`src/rtl/run_detector.sv`:
```
// Serial run detector: flags RUN_LEN consecutive equal bits on a qualified stream,
// reports the current run, and counts completed 0-runs and 1-runs with saturation.
module run_detector #(
  parameter int unsigned RUN_LEN = 4,
  parameter int unsigned CNT_W   = 8,
  parameter int unsigned LEN_W   = $clog2(RUN_LEN + 1)
) (
  input  logic             clk,
  input  logic             reset,
  input  logic             in_valid,
  input  logic             w,
  input  logic             hold_mode,
  input  logic             clr_cnt,
  output logic             out1,
  output logic             sym,
  output logic [LEN_W-1:0] run_len,
  output logic [CNT_W-1:0] zeros_cnt,
  output logic [CNT_W-1:0] ones_cnt
);

  localparam logic [LEN_W-1:0] LenMax = LEN_W'(RUN_LEN);
  localparam logic [LEN_W-1:0] LenOne = LEN_W'(1);
  localparam logic [CNT_W-1:0] CntMax = {CNT_W{1'b1}};

  logic             sym_d;
  logic [LEN_W-1:0] len_d;
  logic             hit;
  logic             out1_d;
  logic [CNT_W-1:0] zeros_d;
  logic [CNT_W-1:0] ones_d;

  // Run tracking; a hit is only the transition into the saturated length.
  always_comb begin
    sym_d = sym;
    len_d = run_len;
    hit   = 1'b0;
    if (in_valid) begin
      if (run_len == '0 || w != sym) begin
        sym_d = w;
        len_d = LenOne;
      end else if (run_len != LenMax) begin
        len_d = run_len + LenOne;
      end
      hit = (len_d == LenMax) && (run_len != LenMax);
    end
    out1_d = hold_mode ? (len_d == LenMax) : hit;
  end

  // Clear beats a coincident hit; counters never wrap.
  always_comb begin
    zeros_d = zeros_cnt;
    ones_d  = ones_cnt;
    if (clr_cnt) begin
      zeros_d = '0;
      ones_d  = '0;
    end else if (hit) begin
      if (sym_d) begin
        if (ones_cnt != CntMax) ones_d = ones_cnt + CNT_W'(1);
      end else begin
        if (zeros_cnt != CntMax) zeros_d = zeros_cnt + CNT_W'(1);
      end
    end
  end

  always_ff @(posedge clk) begin
    if (!reset) begin
      out1      <= 1'b0;
      sym       <= 1'b0;
      run_len   <= '0;
      zeros_cnt <= '0;
      ones_cnt  <= '0;
    end else begin
      out1      <= out1_d;
      sym       <= sym_d;
      run_len   <= len_d;
      zeros_cnt <= zeros_d;
      ones_cnt  <= ones_d;
    end
  end

endmodule

```
`config.mk`:
```
export PLATFORM = sky130hd
export DESIGN_NAME = run_detector
export DESIGN_NICKNAME = d
export VERILOG_FILES = /design/src/rtl/run_detector.sv
export SDC_FILE = /design/constraint.sdc
export NUM_CORES = 1
export LEC_CHECK = 0
export BUFFER_PORTS_ARGS = -buffer_cell sky130_fd_sc_hd__buf_2
export CAP_MARGIN = 15
export CORE_AREA = 2 2 52 54
export CTS_BUF_LIST = sky130_fd_sc_hd__clkbuf_8
export DETAILED_ROUTE_END_ITERATION = 7
export DIE_AREA = 0 0 54 56
export PLACE_DENSITY = 0.63
export SYNTH_ARGS = -nofsm -noshare
export SYNTH_HDL_FRONTEND = slang
export SYNTH_SLANG_ARGS = --single-unit
```
`constraint.sdc`:
```
create_clock -name clk -period 5.4 [get_ports clk]
set_input_delay 0.54 -clock clk [delete_from_list [all_inputs] [get_ports clk]]
set_output_delay 0.54 -clock clk [all_outputs]
set_load 0.03 [all_outputs]
```
==> impl_metrics.toml <==
[clock_network]
postCtsHoldBufs = 0
cts.sinks = 21
post_cts_buffers = 0
cts-resized-gates = 0
cts_tree = "yes"
cts-root-buf = "clkbuf_8"
htreeDepth = 1
clkTransAtPathRegs_ns = 0.07
cts_max_path_buffers = 2
clock_latency_ns = 0.25
numCtsBuffers = 3

[worst_setup_path]
crit_type = "flop to flop"
r2r_slack_ns = 3.10
crit_arrival_ns = 2.41
r2r_end = "ones_cnt[5]"
end_kind = "flop"
r2r_start = "run_len[0]"
worstSetupStartpointType = "flop"
rr_worst_depth = 7
cp.required_ns = 5.52
cp_max_fo = 8

[route]
drc = 0
antenna_left = 0
firstDrtPassIters = 4
drtIter0Drc = 21
routed_wl_um = 2092
num_vias = 938
vias_per_cell = 5.211
wire_per_inst_um = 11.62

[hold_path]
holdPathStages = 2
hold_class = "flop to flop"
hp-start = "zeros_cnt[7]"
worstHoldEndpoint = "zeros_cnt[7]"

[floorplan]
fp.dieW_um = 54
core_area_um2 = 2432
die_area_um2 = 3024
die_h_um = 56
rows = 18
io_pins = 27
start_util = 0.4372

[power]
power.total_mw = 0.2734
p_per_area_nw_per_um2 = 216.4
ir_drop_uv = 131.0
p_leak_nw = 0.4815

[global_route]
grt_pass1_wl_um = 3456
grt_start_max_net_pins = 17
grt_usage = 0.1517
antenna_found_initial = 0
globalRouteOverflowTotal = 0
grt_pass1_vias = 847

[place]
hpwl_um = 1590
io_buffers = 26
dpl.cell_count = 176
gp_congestion = 0.7690

[logic_synthesis]
synth-async-reset-ratio = 0
synth_nets = 133
ys_seq_area_frac = 0.3953
syn-cell-area_um2 = 1064
synth_edf_count = 0
synthTopCellsByCount = "dfxtp_1 (21), nor2_1 (17), nand2_1 (9)"
syn_area_per_cell_um2 = 8.647
yosys-top-cells-area = "dfxtp_1 (40%), xnor2_1 (6.6%), nor2_1 (6.0%)"
yosysWarnings = 0
synth_most_common_cell = "dfxtp_1"
ys_ff_latch = 21
synth_flop_cell = "dfxtp_1"
yosysTopAreaCell = "dfxtp_1"
ys_types = 37
synthCells = 123
synth_top_area_frac = 0.3953

[timing]
hold_viol_final = 0
tightest_slew_ns = 0.6596
whs_ns = 0.5123
tns_ns = 0
finalSetupViolCount = 0
timing.fmax_mhz = 435.5
slew_headroom = 0.5602
report.final.slew_viol_count = 0
fin_skew_ns = 0.001249
period_share = 0.4252
rsz0062_at_grt = "no"
finalCriticalPeriod_ns = 2.296

[cells_and_area]
drive_above_1_share = 0.2067
synthToLayoutAreaGrowth_pct = 18.82
fill_cells = 256
stdcell_count = 180
nets = 161
antennaDiodeCount = 0

[run]
drv_cap = 0

[outcome]
outcome = "complete, no violations"
[kinds of logic after synthesis]
group / count (synthesis) / share of synthesized area
compound gates: 14 / 0.1000
xor+xnor: 12 / 0.09882
fa+ha+maj: 4 / 0.04706
buf+inv: 7 / 0.02587
flops: 21 / 0.3953
mux: 3 / 0.02824
simple gates: 62 / 0.3047
[state kept, by name, summed over array words and instances (netlist names)]
register	flops
ones_cnt	8
out1	1
run_len	3
zeros_cnt	8
sym	1
[worst max path at each step]
stage	slack (ns)	startpoint	cells past startpoint	endpoint
floorplan	3.04	run_len[0]	8	ones_cnt[7]
finish	3.10	run_len[0]	7	ones_cnt[5]
detailed placement	3.10	run_len[0]	7	ones_cnt[5]
global placement	3.18	run_len[0]	7	ones_cnt[4]
global route	2.88	run_len[0]	7	ones_cnt[5]
CTS	3.08	run_len[0]	7	ones_cnt[5]
[worst max-delay path: stages, from the launching register on]
cell	delay, ns
dfxtp_1	0.37
inv_1	0.09
ha_1	0.30
nand4bb_1	0.27
or3_1	0.53
nor4_1	0.39
xnor2_1	0.17
nor2_1	0.05
[final cells by class]
type / instances / area (um2) / area share
clock inverters: 1 / 3.754 / 0.002970
repair buffers: 26 / 130.1 / 0.1030
inverters: 4 / 15.01 / 0.01188
well taps: 30 / 37.54 / 0.02970
flip-flops and latches: 21 / 420.4 / 0.3327
clock buffers: 3 / 41.29 / 0.03267
multi-input cells: 95 / 615.6 / 0.4871
[routing by layer]
layer  track usage  wire, um  vias up
li1              -         -      489
met1        0.1917      1069      431
met2        0.2422       936       16
met3       0.03226        74        2
met4       0.06429        11        0
met5             0         0        -
[through the flow]
stage	util	cell area, um2	setup slack (ns)
3_5_place_dp	0.5010	1219	3.096
5_1_grt	0.5195	1264	2.881
4_1_cts	0.5195	1264	3.079
3_3_place_gp	0.5010	1219	3.180
6_report	0.5195	1264	3.104
2_1_floorplan	-	1064	3.039
[power by group]
part           switching (mW)  total (mW)  internal (mW)
clock network          0.0468      0.0973         0.0505
logic                  0.0118      0.0189        0.00707
registers             0.00132       0.157          0.156
total                  0.0599       0.273          0.214
[cells in the final DEF (no fill, tap or decap), types with 2 or more instances in the layout]
cell and count:
a21oi_1 2, and2_1 2, buf_2 26, clkbuf_8 3, dfxtp_1 21, ha_1 4, inv_1 5, mux2i_1 3
nand2_1 9, nand2b_1 3, nand3_1 5, nand4_1 3, nor2_1 17, nor2b_1 5, nor3_1 5, nor3b_1 2
nor4_1 3, o21ai_0 3, or3_1 2, xnor2_1 8, xor2_1 4
Power figures use the tool's default switching activity.
